### src/rtl/scene_seq_pkg.sv
// Shared types and widths for the scene sequencer: state encodings, pixel width
// and frame counter width.
package scene_pkg;
  typedef enum logic [1:0] {
    PLAY    = 2'd0,
    DYING   = 2'd1,
    OVER    = 2'd2,
    RESTART = 2'd3
  } state_t;

  localparam int RGB_W = 12;
  localparam int CNT_W = 8;
endpackage

### src/rtl/scene_seq_frame_counter.sv
// Tick-enabled saturating frame counter with synchronous clear and a
// terminal-count flag that fires on the tick that would reach 'term'.
module frame_counter
  import scene_pkg::*;
(
  input  logic             clk,
  input  logic             rstn,
  input  logic             clr,
  input  logic             tick,
  input  logic [CNT_W-1:0] term,
  output logic [CNT_W-1:0] cnt,
  output logic             tc
);
  logic [CNT_W-1:0] inc;

  // Saturate at all-ones so a long wait never wraps back to zero.
  assign inc = (cnt == {CNT_W{1'b1}}) ? cnt : cnt + 1'b1;
  assign tc  = tick && (inc == term);

  always_ff @(posedge clk) begin
    if (!rstn) begin
      cnt <= '0;
    end else if (clr) begin
      cnt <= '0;
    end else if (tick) begin
      cnt <= inc;
    end
  end
endmodule

### src/rtl/scene_seq.sv
// Scene sequencer: PLAY/DYING/OVER/RESTART phases, game core freeze/reset and
// registered game/banner pixel select. Optional banner blink: SCENE_BLINK_EN.
module scene_seq
  import scene_pkg::*;
#(
  parameter int               DEATH_FRAMES = 50,
  parameter int               BLINK_FRAMES = 30,
  parameter logic [RGB_W-1:0] BG_RGB       = 12'h000
) (
  input  logic             clk,
  input  logic             rstn,
  input  logic             frame_tick,
  input  logic             death,
  input  logic             restart_key,
  input  logic [RGB_W-1:0] game_rgb,
  input  logic             banner_hit,
  input  logic [RGB_W-1:0] banner_rgb,
  output logic             game_freeze,
  output logic             game_reset,
  output logic [1:0]       scene,
  output logic [RGB_W-1:0] rgb_out
);
  state_t           state, state_nxt;
  logic             key_prev;
  logic             key_edge;
  logic             blink_on;
  logic             blink_tgl;
  logic             cnt_clr;
  logic             cnt_tick;
  logic             cnt_tc;
  logic [CNT_W-1:0] cnt_term;
  logic [CNT_W-1:0] frame_cnt;

  assign key_edge = restart_key & ~key_prev;
  assign cnt_term = (state == OVER) ? BLINK_FRAMES[CNT_W-1:0] : DEATH_FRAMES[CNT_W-1:0];

  frame_counter u_frame_counter (
    .clk  (clk),
    .rstn (rstn),
    .clr  (cnt_clr),
    .tick (cnt_tick),
    .term (cnt_term),
    .cnt  (frame_cnt),
    .tc   (cnt_tc)
  );

  always_ff @(posedge clk) begin
    if (!rstn) begin
      state    <= PLAY;
      key_prev <= 1'b0;
      blink_on <= 1'b1;
    end else begin
      state    <= state_nxt;
      key_prev <= restart_key;
      if (state == DYING && state_nxt == OVER) begin
        blink_on <= 1'b1;
      end else if (blink_tgl) begin
        blink_on <= ~blink_on;
      end
    end
  end

  always_comb begin
    state_nxt = state;
    cnt_clr   = 1'b0;
    cnt_tick  = 1'b0;
    blink_tgl = 1'b0;
    case (state)
      PLAY: begin
        cnt_clr = 1'b1;
        if (death) state_nxt = DYING;
      end
      DYING: begin
        cnt_tick = frame_tick;
        if (cnt_tc) begin
          state_nxt = OVER;
          cnt_clr   = 1'b1;
        end
      end
      OVER: begin
`ifdef SCENE_BLINK_EN
        cnt_tick = frame_tick;
        if (cnt_tc) begin
          cnt_clr   = 1'b1;
          blink_tgl = 1'b1;
        end
`else
        cnt_tick = 1'b0;
`endif
        // Edge is qualified against the previous level, so a key held
        // through DYING cannot fire here.
        if (key_edge) begin
          state_nxt = RESTART;
          cnt_clr   = 1'b1;
        end
      end
      RESTART: begin
        cnt_clr   = 1'b1;
        state_nxt = PLAY;
      end
      default: state_nxt = PLAY;
    endcase
  end

  assign game_freeze = (state != PLAY);
  assign game_reset  = (state == RESTART);
  assign scene       = state;

  // Pixel stage: selected from the state held in the same cycle as the pixel inputs.
  always_ff @(posedge clk) begin
    if (!rstn) begin
      rgb_out <= '0;
    end else begin
      case (state)
        PLAY, DYING: rgb_out <= game_rgb;
        OVER:        rgb_out <= (banner_hit && blink_on) ? banner_rgb : BG_RGB;
        default:     rgb_out <= '0;
      endcase
    end
  end
endmodule

### config.mk
export PLATFORM = sky130hd
export DESIGN_NAME = scene_seq
export DESIGN_NICKNAME = d
export VERILOG_FILES = /design/src/rtl/scene_seq_pkg.sv /design/src/rtl/scene_seq_frame_counter.sv /design/src/rtl/scene_seq.sv
export SDC_FILE = /design/constraint.sdc
export NUM_CORES = 1
export LEC_CHECK = 0
export ABC_AREA = 1
export CAP_MARGIN = 20
export CORE_MARGIN = 2
export CORE_UTILIZATION = 40
export CTS_BUF_LIST = sky130_fd_sc_hd__clkbuf_8
export CTS_CLUSTER_DIAMETER = 150
export DETAILED_ROUTE_END_ITERATION = 7
export PLACE_DENSITY = 0.86
export SYNTH_ARGS = -nofsm -noshare
export SYNTH_HDL_FRONTEND = slang
export SYNTH_SLANG_ARGS = --single-unit
### constraint.sdc
create_clock -name clk -period 1.6 [get_ports clk]
set_input_delay 0.24 -clock clk [delete_from_list [all_inputs] [get_ports clk]]
set_output_delay 0.24 -clock clk [all_outputs]
set_load 0.01 [all_outputs]
### Yosys cells after proc, flatten, opt, wreduce, memory -nomap -nowiden

Cells that the tools add are included.

* bits of input ports: 30
* word-level logic and storage cells: 35
* output and inout bits: 16
* flip-flop bits (word level): 23

* muxes and demuxes: 12
* bitwise operators: 3
* add/sub/neg operators: 1
* reduce and logical (&&, ||, !) cells: 7
* equality and inequality tests: 8

Operators with widths (count)
* 12-bit one-hot mux with 2 select lines: 1
* 12-bit two-way mux: 1
* 8-bit by 1-bit adder with 8-bit output, second input constant: 1
* 8-bit by 6-bit equality test with 1-bit output: 1
* 8-bit equality test, second input constant: 1
* 8-bit two-way mux: 1
* 2-bit one-hot mux with 4 select lines: 1
* 2-bit two-way mux: 3
* 6-bit two-way mux: 1
* 2-bit != test, second input constant: 3
* 2-bit OR reduction: 3
* 2-bit equality test, second input constant: 2
* 1-bit two-way mux: 3
* 1-bit one-hot mux with 3 select lines: 1
* 3-bit AND reduction: 1
* 2-bit by 1-bit equality test with 1-bit output, second input constant: 1
* 2-bit logical NOT: 1
* 1-bit inverter: 2
* 2-bit nonzero test: 1
* 1-bit bitwise AND: 1
* 1-bit logical AND: 1

### Depth between registers and ports, before layout

* depth after elaboration: 7
* mapped depth: 13
* mapped depth without buffers: 13

### Cells and area by module

Synthesis repeated with hierarchy kept, for this count alone.

* cells, all modules: 218
* area, all modules: 1430.1 um^2

Modules (own cells, without submodules)
* scene_seq: cells an instance 99, area an instance 740.7 um^2, sequential area each 300.3 um^2, times used 1
* frame_counter: cells an instance 119, area an instance 689.4 um^2, sequential area each 160.2 um^2, times used 1

### Worst setup path after synthesis

Ideal clock, no wire load.

* path type: flip-flop to flip-flop
* start point: reg state[1] (netlist: scene[1])
* end point: reg state[0] (netlist: scene[0])
* data required time: 1.485 ns
* slack: -0.186 ns
* arrival: 1.671 ns
* cell stages (with the launch flop): 11
* clock period less this slack: 1.786 ns
* library setup time: 0.115 ns
* buffers on the path: 0
* cell sequence: dfxtp_1 clkinv_1 ha_1 nand2_1 inv_1 nand3_1 nor2_1 nand2_2 nand2_2 a21oi_1 nor2_1

* word-level cells in the longest chain between the ends: 6
* elaborated cells on any way between the ends: 13
* those cells by class: eq/ne (7); mux (3); reduce/logical (3)

RTL lines
* start: declaration: RTL line scene_seq.sv:23 `state_t state, state_nxt;`
* start signal: assignment: RTL line scene_seq.sv:53 `state <= state_nxt;`
* 2-bit equality test: RTL line scene_seq.sv:35, scene_seq.sv:68
* 6-bit two-way mux: RTL line scene_seq.sv:35 `assign cnt_term = (state == OVER) ? BLINK_FRAMES[CNT_W-1:0] : DEATH_FRAMES[CNT_W-1:0];`
* 8-bit by 6-bit equality test with 1-bit output: RTL line scene_seq_frame_counter.sv:18 `assign tc = tick && (inc == term);`
* 1-bit logical AND: RTL line scene_seq_frame_counter.sv:18
* 2-bit != test (no line)
* 3-bit AND reduction (no line)

Parallel ways exist; a longest one is shown, timed or not.
A chain may end at the register's enable or synchronous reset.

### Worst setup path in the final report

* start point: reg u_frame_counter.cnt[0]
* end point: reg u_frame_counter.cnt[5]

* word-level cells in the longest chain between the ends: 7
* elaborated cells on any way between the ends: 8
* those cells by class: add/sub (1); eq/ne (2); mux (3); reduce/logical (2)

RTL lines
* start: declaration: RTL line scene_seq_frame_counter.sv:11 `output logic [CNT_W-1:0] cnt,`
* start signal: assignment: RTL line scene_seq_frame_counter.sv:26 `cnt <= inc;`
* 8-bit by 1-bit adder with 8-bit output / 8-bit equality test (equally long branches): RTL line scene_seq_frame_counter.sv:17 `assign inc = (cnt == {CNT_W{1'b1}}) ? cnt : cnt + 1'b1;`
* 8-bit two-way mux (*): RTL line scene_seq_frame_counter.sv:17
* 8-bit by 6-bit equality test with 1-bit output: RTL line scene_seq_frame_counter.sv:18
* 1-bit logical AND: RTL line scene_seq_frame_counter.sv:18
* 1-bit two-way mux: RTL line scene_seq.sv:75 `if (cnt_tc) begin`
* 1-bit one-hot mux with 3 select lines: RTL line scene_seq.sv:68 `case (state)`
* 2-bit OR reduction (no line)

Every way passes the cells marked *; elsewhere a longest branch is shown, timed or not.

==> flow_summary_export.csv <==
group,metric,value,unit
detailed_routing,antenna_left,0,
floorplan,core,2780,um2
sta,skew,1.67,ps
critical_path,critical_path_buf_inv_count,0,
critical_path,cp.arrival,1770,ps
power,p_leak,0.816,nW
placement,port_buffers,45,
critical_path,endpoint_kind,"flip-flop",
critical_path,slowest_stage,"dfxtp_2",
sta,fin_crit,1610,ps
synthesis,yosysSeqAreaShare,38.8,%
synthesis,synth_nets,209,
critical_path,ff2ff_setup_slack,-10,ps
sta,setup-violations-final,6,
global_route,grt_pass1_vias,1215,
cells_and_area,final_cells,261,
sta,setup_ws,-12.3,ps
critical_path,cpMostUsedCell,"nand2_2",
synthesis,synthCells,173,
sta,drv_slew,0,
floorplan,chipHeight,58.5,um
global_route,grt_start_max_net_pins,14,
global_route,antenna_found_initial,0,
cells_and_area,fin_util,66.0,%
detailed_routing,drt_iter0_markers,63,
detailed_routing,wl_per_cell,12.1,um
clock_tree,cts_htree_levels,1,
placement,routabilityCongestion,0.890,
critical_path,path_cells,"ha_4 -> nand2_4 -> nor2_4 -> nand2_2 -> nand2_1 -> nand3_1 -> nor2_2 -> nand2_2 -> o21ai_4 -> nor3_1",
sta,post-route-period-util,101,%
cells_and_area,nets,267,
sta,fmax,620,MHz
detailed_routing,route.detailed.drc,0,
critical_path,crit_fanout,8,
job,maxCapViolCount,0,
floorplan,pin_count,46,
clock_tree,ctsLongestPathBuffers,2,
sta,finalHoldViolations,0,
run_status,status,"finished, violations left",
synthesis,yosys_warnings,0,
critical_path,crit_required,1760,ps
global_route,grt_usage,19.5,%
floorplan,dieArea,3420,um2
critical_path,critPathTopFamily,"simple AND/OR/NAND/NOR gates",
detailed_routing,vias,1284,
synthesis,synth_area_per_cell,6.86,um2
synthesis,synth_cell_types,21,
cells_and_area,final_layout_size_suffix_gt1_share,15.7,%
synthesis,synth-seq-cells,23,
placement,dp_cells,256,
detailed_routing,routed_wirelength,3.16,mm
global_route,grt-ovfl-total,0,
sta,slew_headroom,75.6,%
power,ir_worst_vdd,0.892,mV
clock_tree,clock-sinks,23,
clock_tree,cts_inserted_buffers,3,
detailed_routing,drt_first_pass_iters,4,
sta,worst_pin_slew,366,ps
critical_path,crit_type,"reg2reg",
clock_tree,cts-root-buf,"clkbuf_8",
clock_tree,clk_pin_slew,80,ps
worst_hold_path,hold_class,"in2reg",
placement,dpl.hpwl,2.47,mm
global_route,grt_pass1_wl,5.13,mm
critical_path,crit_path_start_kind,"flip-flop",
power,power.density,1200,nW/um2
cells_and_area,diodes,0,
cells_and_area,area.growth.synth_to_final,54.7,%
floorplan,initial_core_util,42.7,%
detailed_routing,via_per_inst,4.92,
clock_tree,clk_latency,270,ps
critical_path,max_stage_delay,360,ps
run_status,violations,"negative setup slack",
floorplan,fp-row-count,19,
floorplan,die_w,58.5,um
synthesis,synthesis.area,1190,um2
placement,dp_slack,-89.6,ps
clock_tree,cts_tree,"built",
sta,fin_setup_tns,-36.6,ps
sta,rsz0062_at_grt,"yes",
==> area by class of cell <==
type | instances | area, um2
fillers | 244 | 945
multi-input cells | 128 | 682
repair buffers | 55 | 523
flip-flops and latches | 23 | 470
inverters | 20 | 76.3
clock buffers | 3 | 41.3
well taps | 31 | 38.8
clock inverters | 1 | 5.00
==> worst register-to-register path, delay by kind of cell, from the launching register on <==
kind / cells / cell delay [ps]
simple gates: 8 / 730
fa+ha+maj: 1 / 170
compound gates: 1 / 250
flops: 1 / 360
==> cell families after synthesis <==
family,count (synthesis),share of synthesized area (%)
flops,23,38.8
compound gates,28,14.0
buf+inv,22,6.95
fa+ha+maj,6,6.32
xor+xnor,2,1.48
simple gates,92,32.5
==> routing by layer <==
layer / vias up / wire length [um] / GRT usage [%] / share of wire [%]
met4: 0 / 67 / 9.30 / 2.1
met5: - / 0 / 0 / 0
met1: 572 / 1310 / 23.1 / 41
met2: 42 / 1640 / 34.5 / 52
met3: 7 / 147 / 2.64 / 4.6
li1: 663 / - / - / -
==> registers in the layout (all words and copies together), names as in the netlist <==
register             flops
key_prev                 1
rgb_out                 12
scene                    2
u_frame_counter.cnt      8
==> metrics by stage <==
stage | power, mW | hold WS, ps | instance area (um2)
floorplan | 1.32 | 333 | 1190
finish | 2.20 | 516 | 1840
global placement | 1.79 | 516 | 1740
detailed placement | 1.83 | 531 | 1740
CTS | 2.20 | 515 | 1830
global route | 2.36 | 517 | 1840
==> power breakdown <==
part           total, mW  internal (mW)  switching, mW
Combinational       1.05          0.515          0.538
Sequential         0.779          0.705         0.0746
Clock              0.367          0.174          0.193
Total               2.20           1.39          0.805
==> worst paths after layout <==
check	from	to	cells past startpoint
max reg2reg	u_frame_counter.cnt[0]$_SDFFE_PP0P_	u_frame_counter.cnt[5]$_SDFFE_PP0P_	10
min	restart_key	key_prev$_SDFF_PN0_	3
max	u_frame_counter.cnt[0]$_SDFFE_PP0P_	u_frame_counter.cnt[5]$_SDFFE_PP0P_	10
min reg2reg	u_frame_counter.cnt[5]$_SDFFE_PP0P_	u_frame_counter.cnt[5]$_SDFFE_PP0P_	2
==> cell usage in the layout, fill, tap and decap left out, types with 3 or more instances in the layout <==
master and n:
inv_1 19, a21oi_1 14, dfxtp_2 5, buf_4 10, nand3_1 10, nand2_1 49, nor2_2 3, ha_1 5
clkbuf_8 3, nand2_2 3, a22oi_1 5, clkdlybuf4s50_1 43, nor2_1 20, o21ai_0 5, dfxtp_1 17
==> repair_timing <==
action,4_1_cts,5_1_grt
hold endpoints to repair,0,0
endpoints found under the setup margin,12,10
resized for setup,14,2
setup buffers,1,0
hold buffers,0,0
pin swaps,6,1
==> synthesized netlist by cell type (all sizes together) <==
master   n  share of area (%)
o21ai    7                3.9
clkinv   1               0.32
inv     19                6.0
a21oi   15                6.3
nor2    24                8.2
xor2     1               0.74
dfxtp   23                 39
o21bai   1               0.63
nand4    1               0.53
or2      2                1.1
nor3     1               0.42
nand2   53                 18
clkbuf   2               0.63
a22oi    5                3.2
ha       6                6.3
nand3   11                4.6
xnor2    1               0.74
Note: power is estimated with default switching activity, not from simulation.
